## src/rtl/w_ptr_full_handler.sv

```systemverilog
// Write-clock pointer and flag logic for the async FIFO: binary/Gray write pointers,
// memory write strobe/address, registered FULL/ALMOST_FULL/level and sticky OVERFLOW.
module w_ptr_full_handler #(
  parameter int PTR_WIDTH    = 10,
  parameter int AFULL_THRESH = 2**(PTR_WIDTH-1) - 4
) (
  input  logic                 W_CLK,
  input  logic                 WRST_n,
  input  logic                 W_EN,
  input  logic                 OVF_CLR,
  input  logic [PTR_WIDTH-1:0] G_RPTR_SYNC,
  output logic                 W_INC,
  output logic [PTR_WIDTH-2:0] W_ADDR,
  output logic [PTR_WIDTH-1:0] W_PTR,
  output logic [PTR_WIDTH-1:0] G_WPTR,
  output logic                 FULL,
  output logic                 ALMOST_FULL,
  output logic [PTR_WIDTH-1:0] W_LEVEL,
  output logic                 OVERFLOW
);

  logic [PTR_WIDTH-1:0] b_nxt;
  logic [PTR_WIDTH-1:0] g_nxt;
  logic [PTR_WIDTH-1:0] r_bin;
  logic [PTR_WIDTH-1:0] level_nxt;
  logic [PTR_WIDTH-1:0] full_cmp;
  logic                 full_nxt;
  logic                 afull_nxt;
  logic                 ovf_set;

  assign W_INC  = W_EN & ~FULL;
  assign W_ADDR = W_PTR[PTR_WIDTH-2:0];

  assign b_nxt = W_PTR + {{(PTR_WIDTH-1){1'b0}}, W_INC};
  assign g_nxt = (b_nxt >> 1) ^ b_nxt;

  // Each binary bit is the XOR of the Gray bits at and above it.
  always_comb begin
    r_bin = '0;
    for (int unsigned i = 0; i < PTR_WIDTH; i++) begin
      r_bin[i] = ^(G_RPTR_SYNC >> i);
    end
  end

  assign full_cmp  = {~G_RPTR_SYNC[PTR_WIDTH-1:PTR_WIDTH-2], G_RPTR_SYNC[PTR_WIDTH-3:0]};
  assign full_nxt  = (g_nxt == full_cmp);
  assign level_nxt = b_nxt - r_bin;
  assign afull_nxt = (level_nxt >= PTR_WIDTH'(AFULL_THRESH));
  assign ovf_set   = W_EN & FULL;

  always_ff @(posedge W_CLK or negedge WRST_n) begin
    if (!WRST_n) begin
      W_PTR       <= '0;
      G_WPTR      <= '0;
      FULL        <= 1'b0;
      ALMOST_FULL <= 1'b0;
      W_LEVEL     <= '0;
      OVERFLOW    <= 1'b0;
    end else begin
      W_PTR       <= b_nxt;
      G_WPTR      <= g_nxt;
      FULL        <= full_nxt;
      ALMOST_FULL <= afull_nxt;
      W_LEVEL     <= level_nxt;
      if (ovf_set)
        OVERFLOW <= 1'b1;
      else if (OVF_CLR)
        OVERFLOW <= 1'b0;
    end
  end

endmodule

```

## config.mk

```make
export PLATFORM = sky130hd
export DESIGN_NAME = w_ptr_full_handler
export DESIGN_NICKNAME = d
export VERILOG_FILES = /design/src/rtl/w_ptr_full_handler.sv
export SDC_FILE = /design/constraint.sdc
export NUM_CORES = 1
export LEC_CHECK = 0
export ABC_CLOCK_PERIOD_IN_PS = 5300
export BUFFER_PORTS_ARGS = -buffer_cell sky130_fd_sc_hd__clkbuf_2
export CORE_MARGIN = 3
export CORE_UTILIZATION = 56
export DETAILED_ROUTE_END_ITERATION = 10
export GPL_TIMING_DRIVEN = 1
export PLACE_DENSITY = 0.88
export RECOVER_POWER = 25
export SLEW_MARGIN = 20
export SYNTH_ARGS = -nofsm -noshare
export SYNTH_HDL_FRONTEND = slang
export SYNTH_SLANG_ARGS = --single-unit
```

## constraint.sdc

```tcl
create_clock -name W_CLK -period 5.3 [get_ports W_CLK]
set_input_delay 0.265 -clock W_CLK [delete_from_list [all_inputs] [get_ports W_CLK]]
set_output_delay 0.265 -clock W_CLK [all_outputs]
set_load 0.03 [all_outputs]
```

==> impl_metrics.env, run 1 <==
export IMPL_worstReg2RegStart="FULL$_DFF_PN0_"
export IMPL_multi_input_area_um2=1010
export IMPL_die_area_um2=4230
export IMPL_ir_drop_v=0.000497
export IMPL_stdcell_area_um2=2270
export IMPL_critPathCaptureType="register"
export IMPL_critPathLaunch="G_RPTR_SYNC[8]"
export IMPL_ctsResizeCount=0
export IMPL_row_count=20
export IMPL_violations="capacitance limit, slew limit"
export IMPL_fin_setup_tns_ns=0
export IMPL_synth_seq_cells=32
export IMPL_synth_edf_count=0
export IMPL_drtPass1Iterations=4
export IMPL_tightest_slew_ns=1.67
export IMPL_ys_flop_type="dfrtp_1"
export IMPL_drt_iter0_markers=71
export IMPL_p_leak_nw=1.12
export IMPL_synth_area_um2=1950
export IMPL_yosysTopAreaCell="dfrtp_1"
export IMPL_r2r_cells=12
export IMPL_cp_start_kind="input port"
export IMPL_hold_violations=0
export IMPL_grt_use_total_pct=20.3
export IMPL_die_h_um=65.0
export IMPL_syn_avg_cell_area_um2=10.8
export IMPL_min_from="OVF_CLR"
export IMPL_synth_nets=206
export IMPL_final_setup_skew_ns=0.0101
export IMPL_routed_wl_mm=3.82
export IMPL_cp_required_ns=5.57
export IMPL_place_gp_congestion=0.868
export IMPL_drive_gt1_share_pct=31.6
export IMPL_drcViolationCount=0
export IMPL_powerDensity_nw_per_um2=715
export IMPL_synth_distinct_cells=40
export IMPL_viasPerCell=5.19
export IMPL_arrival_ns=4.11
export IMPL_clk_pin_slew_ns=0.10
export IMPL_area_growth_pct=16.4
export IMPL_grt_pass1_wl_mm=6.45
export IMPL_ys_top_cells_by_area="dfrtp_1 41%, xnor2_1 14%, ha_1 6.4%, buf_4 3.8%, xor2_1 3.6%"
export IMPL_crit_top_cell="xnor2_2"
export IMPL_setup_viol=0
export IMPL_dp_final_hpwl_mm=2.97
export IMPL_whs_path_depth=2
export IMPL_fillers=240
export IMPL_wl_per_cell_um=13.9
export IMPL_status="finished, violations left"
export IMPL_layout_commonest_cell="clkbuf_2"
export IMPL_period_share_pct=72.4
export IMPL_grt_pass1_vias=1416
export IMPL_postCtsSetupBuffers=0
export IMPL_regArea_um2=801
export IMPL_cts_tree="built"
export IMPL_clk_latency_ns=0.34
export IMPL_initial_core_util_pct=61.4
export IMPL_n_antenna_cell=0
export IMPL_ys_async_sr_fraction_pct=100
export IMPL_dp_slack_ns=1.11
export IMPL_core_um2=3180
export IMPL_die_x_um=65.0
export IMPL_critical_path_slowest_cell="xnor3_2"
export IMPL_cts_htree_levels=2
export IMPL_grt_max_degree=33
export IMPL_final_min_clock_period_ns=3.84
export IMPL_layout_nets=256
export IMPL_antenna_found_initial=0
export IMPL_root_buffer="clkbuf_4"
export IMPL_yosysTopAreaCellShare_pct=41.1
export IMPL_dr_total_vias=1427
export IMPL_fin_ws_ns=1.46
export IMPL_postPlaceCellArea_um2=2200
export IMPL_clock_path_buffers=2
export IMPL_path_max_fanout=9
export IMPL_grt_overflow=0
export IMPL_ys_seq_area_share_pct=41.1
export IMPL_final_cell_mix="55 x clkbuf_2, 32 x dfrtp_1, 32 x xnor2_1, 12 x inv_1, 10 x ha_1"
export IMPL_syn_inst=181
export IMPL_ant_nets=0
export IMPL_ioPinCount=57
export IMPL_power_total_mw=1.62
export IMPL_maxSlewHeadroom_pct=-11.1
export IMPL_path_cells="clkbuf_2 -> xor3_2 -> xnor3_2 -> xnor2_2 -> xor2_2 -> xnor2_2 -> xor2_1 -> ha_1 -> fa_1 -> nor2b_1 -> o21ai_0 -> a311oi_1 -> a2111o_1 -> a21oi_1 -> xnor2_1 -> a41o_1"
export IMPL_rsz0062_at_grt="false"
export IMPL_io_buffers=56
export IMPL_synth_warnings=0
export IMPL_cpPeakStageDelay_ns=0.49
export IMPL_fmax_mhz=261
export IMPL_final_util_pct=71.4
export IMPL_cts_buffers=5
export IMPL_max_cap_violations=1
export IMPL_critical_path_class="input port to register"
export IMPL_maxSlewViolCount=33
export IMPL_cts_sink_count=32
export IMPL_cts_hold_buffers=1
export IMPL_hp_class="input port to register"
[flip-flops by register name, indices dropped and copies added, names as in the netlist]
register and cells:
FULL 1, OVERFLOW 1, ALMOST_FULL 1, W_LEVEL 10, G_WPTR 10, W_PTR 9
[area by class of cell]
class,instances,share of cell area [%]
multi-input cells,123,44.7
flip-flops and latches,32,35.3
repair buffers,57,12.7
inverters,12,1.98
well taps,44,2.43
clock buffers,7,2.87
[cell families after synthesis]
family	Yosys count	share of synthesized area, %
fa+ha+maj	11	7.44
buf+inv	26	6.93
simple gates	37	9.62
flops	32	41.1
mux	2	1.03
xor+xnor	47	24.6
compound gates	26	9.30
[worst max-delay path, delay by kind of cell]
kind	cells	cell delay [ns]
adder cells (fa/ha/maj)	2	0.41
AO/OA/AOI/OAI	5	1.33
buffers and inverters	1	0.12
XOR/XNOR	7	1.93
AND/OR/NAND/NOR	1	0.06
[worst paths after layout]
kind,endpoint,slack [ns]
worst max-delay path,ALMOST_FULL$_DFF_PN0_,1.46
worst min-delay path,OVERFLOW$_DFFE_PN0P_,0.11
worst max register to register,ALMOST_FULL$_DFF_PN0_,1.71
worst min register to register,OVERFLOW$_DFFE_PN0P_,0.53
max in group asynchronous,W_LEVEL[6]$_DFF_PN0_,3.45
min in group asynchronous,G_WPTR[0]$_DFF_PN0_,0.88
[cell usage after synthesis, types with 2 or more instances]
cell      instances
nand3_1           4
clkbuf_1          4
inv_1            12
xnor2_2           3
mux2i_1           2
buf_4            10
nor2_1            7
nand4_1           2
xor2_1            8
xor2_2            2
a31oi_1           2
nand2_1           9
a21oi_1           9
nor3_1            4
ha_1             10
nor2b_1           5
dfrtp_1          32
xnor2_1          32
o21ai_0           3
[through the flow]
step | std cells | hold WS (ns)
floorplan | 181 | -0.0306
global placement | 267 | 0.374
detailed placement | 267 | 0.376
CTS | 275 | 0.106
global route | 275 | 0.136
finish | 275 | 0.115
[where the power goes]
group	internal [mW]	switching (mW)	leakage [nW]
Sequential	0.346	0.0759	0.382
Combinational	0.385	0.660	0.699
Clock	0.0751	0.0808	0.0374
[layer usage]
metal | share of wire, % | vias up | GRT usage (%) | wire [um]
met4 | 3.0 | 0 | 11.1 | 115
met3 | 5.4 | 13 | 4.85 | 205
met2 | 49 | 53 | 33.6 | 1870
met1 | 43 | 667 | 24.2 | 1630
met5 | 0 | - | 0 | 0
li1 | - | 694 | - | -
No activity file was read; power rests on OpenSTA's default activity.
==> run 2, diff against run 1 <==
- ABC_AREA: default -> 1
- ABC_CLOCK_PERIOD_IN_PS: 5300 -> 3100
- CORE_UTILIZATION: 56 -> 47
- PLACE_DENSITY: 0.88 -> 0.79
- clock period: 5.3 -> 3.1 ns (I/O delays scaled with it)
==> impl_metrics.env, run 2 <==
export IMPL_viasPerCell=4.81
export IMPL_final_min_clock_period_ns=2.71
export IMPL_root_buffer="clkbuf_8"
export IMPL_worstReg2RegStart="FULL$_DFF_PN0_"
export IMPL_rsz0062_at_grt="false"
export IMPL_synth_distinct_cells=24
export IMPL_critPathCaptureType="register"
export IMPL_synth_nets=286
export IMPL_drive_gt1_share_pct=18.1
export IMPL_syn_avg_cell_area_um2=7.89
export IMPL_drtPass1Iterations=4
export IMPL_cts_htree_levels=2
export IMPL_max_cap_violations=0
export IMPL_ant_nets=0
export IMPL_yosysTopAreaCellShare_pct=38.9
export IMPL_grt_overflow=0
export IMPL_clk_latency_ns=0.29
export IMPL_critPathLaunch="FULL$_DFF_PN0_"
export IMPL_place_gp_congestion=0.808
export IMPL_io_buffers=56
export IMPL_hold_violations=0
export IMPL_layout_commonest_cell="nand2_1"
export IMPL_path_cells="nor2_2 -> ha_1 -> nand2_1 -> nand2_1 -> inv_1 -> fa_1 -> nand3b_1 -> and2_0 -> inv_1 -> nand3_1 -> nand2_1 -> nand2_1 -> nand3_1 -> nand2_1 -> nand3_1 -> nand2_1"
export IMPL_tightest_slew_ns=0.832
export IMPL_maxSlewViolCount=0
export IMPL_grt_pass1_wl_mm=7.46
export IMPL_synthTopCellsByCount="79 x nand2_1, 46 x inv_1, 32 x dfrtp_1, 16 x nand3_1, 16 x xor2_1"
export IMPL_cp_start_kind="register"
export IMPL_crit_family="simple AND/OR/NAND/NOR gates"
export IMPL_dr_total_vias=1755
export IMPL_synth_seq_cells=32
export IMPL_maxSlewHeadroom_pct=44.5
export IMPL_arrival_ns=2.90
export IMPL_cp_required_ns=3.28
export IMPL_ys_flop_type="dfrtp_1"
export IMPL_grt_use_total_pct=18.2
export IMPL_cts_sink_count=32
export IMPL_routed_wl_mm=4.40
export IMPL_hp_class="input port to register"
export IMPL_cpPeakStageDelay_ns=0.45
export IMPL_critical_path_slowest_cell="fa_1"
export IMPL_r2r_cells=16
export IMPL_syn_inst=261
export IMPL_post_place_cells=357
export IMPL_n_antenna_cell=0
export IMPL_final_setup_skew_ns=0.00844
export IMPL_status="finished clean"
export IMPL_cts_buffers=5
export IMPL_crit_top_cell="nand2_1"
export IMPL_layout_nets=340
export IMPL_dp_final_hpwl_mm=3.41
export IMPL_synth_most_common_cell="nand2_1"
export IMPL_drcViolationCount=0
export IMPL_final_cell_mix="79 x nand2_1, 46 x inv_1, 35 x clkbuf_2, 32 x dfrtp_1, 21 x clkbuf_1"
export IMPL_period_share_pct=87.6
export IMPL_ys_async_sr_fraction_pct=100
export IMPL_fillers=351
export IMPL_min_from="OVF_CLR"
export IMPL_fin_cells=365
export IMPL_multi_input_area_um2=1010
export IMPL_whs_ns=0.0832
export IMPL_initial_core_util_pct=50.0
export IMPL_row_count=23
export IMPL_synth_area_um2=2060
export IMPL_die_x_um=72.2
export IMPL_die_area_um2=5210
export IMPL_setup_viol=0
export IMPL_clk_pin_slew_ns=0.07
export IMPL_synth_warnings=0
export IMPL_fin_setup_tns_ns=0
export IMPL_grt_pass1_vias=1731
export IMPL_whs_path_depth=2
export IMPL_final_util_pct=58.6
export IMPL_wl_per_cell_um=12.0
export IMPL_path_max_fanout=4
export IMPL_postCtsSetupBuffers=0
export IMPL_antenna_found_initial=0
export IMPL_yosysTopAreaCell="dfrtp_1"
export IMPL_ys_top_cells_by_area="dfrtp_1 39%, nand2_1 14%, inv_1 8.4%, xor2_1 6.8%, ha_1 6.1%"
export IMPL_area_growth_pct=17.0
export IMPL_drt_iter0_markers=87
export IMPL_regArea_um2=801
export IMPL_core_um2=4120
export IMPL_ys_seq_area_share_pct=38.9
export IMPL_grt_max_degree=33
export IMPL_fmax_mhz=368
export IMPL_worst_path_buf_inv=2
export IMPL_synth_edf_count=0
export IMPL_reg_top3="G_WPTR x10, W_LEVEL x10, W_PTR x9"
export IMPL_critical_path_class="register to register"
export IMPL_critical_path_depth=16
export IMPL_cts_tree="built"
export IMPL_clock_path_buffers=2
export IMPL_ioPinCount=57
export IMPL_die_h_um=72.2
[run 2: worst reg2reg max path, stage by stage (launching register included)]
cell      delay (ns)
dfrtp_1         0.41
nor2_2          0.19
ha_1            0.30
nand2_1         0.09
nand2_1         0.16
inv_1           0.11
fa_1            0.45
nand3b_1        0.16
and2_0          0.17
inv_1           0.08
nand3_1         0.10
nand2_1         0.07
nand2_1         0.06
nand3_1         0.07
nand2_1         0.07
nand3_1         0.08
nand2_1         0.05
[run 2: what timing repair did]
item / in CTS / in global routing
hold endpoints to repair: 32 / 0
gates resized for setup: 0 / 1
hold buffers: 1 / 0
endpoints found under the setup margin: 0 / 2
[run 2: logic make-up after synthesis]
logic type                 share of synthesized area, %
and+or+nand+nor                                    24.6
AOI/OAI and AO/OA                                  3.16
xor gates and xnor gates                           13.9
adders and majority gates                          7.05
DFF                                                38.9
buffers and inverters                              12.4
[run 2: worst paths after layout]
check / endpoint / slack, ns
max in group asynchronous: W_LEVEL[4]$_DFF_PN0_ / 2.07
worst max register to register: ALMOST_FULL$_DFF_PN0_ / 0.39
worst max-delay path: ALMOST_FULL$_DFF_PN0_ / 0.39
min in group asynchronous: W_PTR[4]$_DFF_PN0_ / 0.51
worst min-delay path: OVERFLOW$_DFFE_PN0P_ / 0.08
worst min register to register: OVERFLOW$_DFFE_PN0P_ / 0.55
[run 2: per-layer routing]
metal / share of wire (%) / vias up / track usage (%) / wire, um
met2: 48 / 63 / 32.0 / 2120
met1: 43 / 798 / 21.2 / 1890
met4: 2.3 / 0 / 7.10 / 99
met5: 0 / - / 0 / 0
met3: 6.4 / 10 / 4.57 / 280
li1: - / 884 / - / -
[run 2: layout make-up]
type / instances / area share [%]
inverters: 48 / 7.48
multi-input cells: 171 / 41.7
clock buffers: 7 / 4.00
repair buffers: 57 / 11.0
well taps: 50 / 2.60
flip-flops and latches: 32 / 33.2
[run 2: per-stage QoR]
stage | instance area [um^2] | setup slack [ns]
after floorplan | 2060 | 0.0952
after global placement | 2330 | 0.389
after detailed placement | 2330 | 0.319
after CTS | 2430 | 0.361
after global routing | 2410 | 0.00481
final | 2410 | 0.386
Power of run 2 is not shown: default switching activity piles up to over one toggle a cycle in this logic, so the estimate is an artifact.
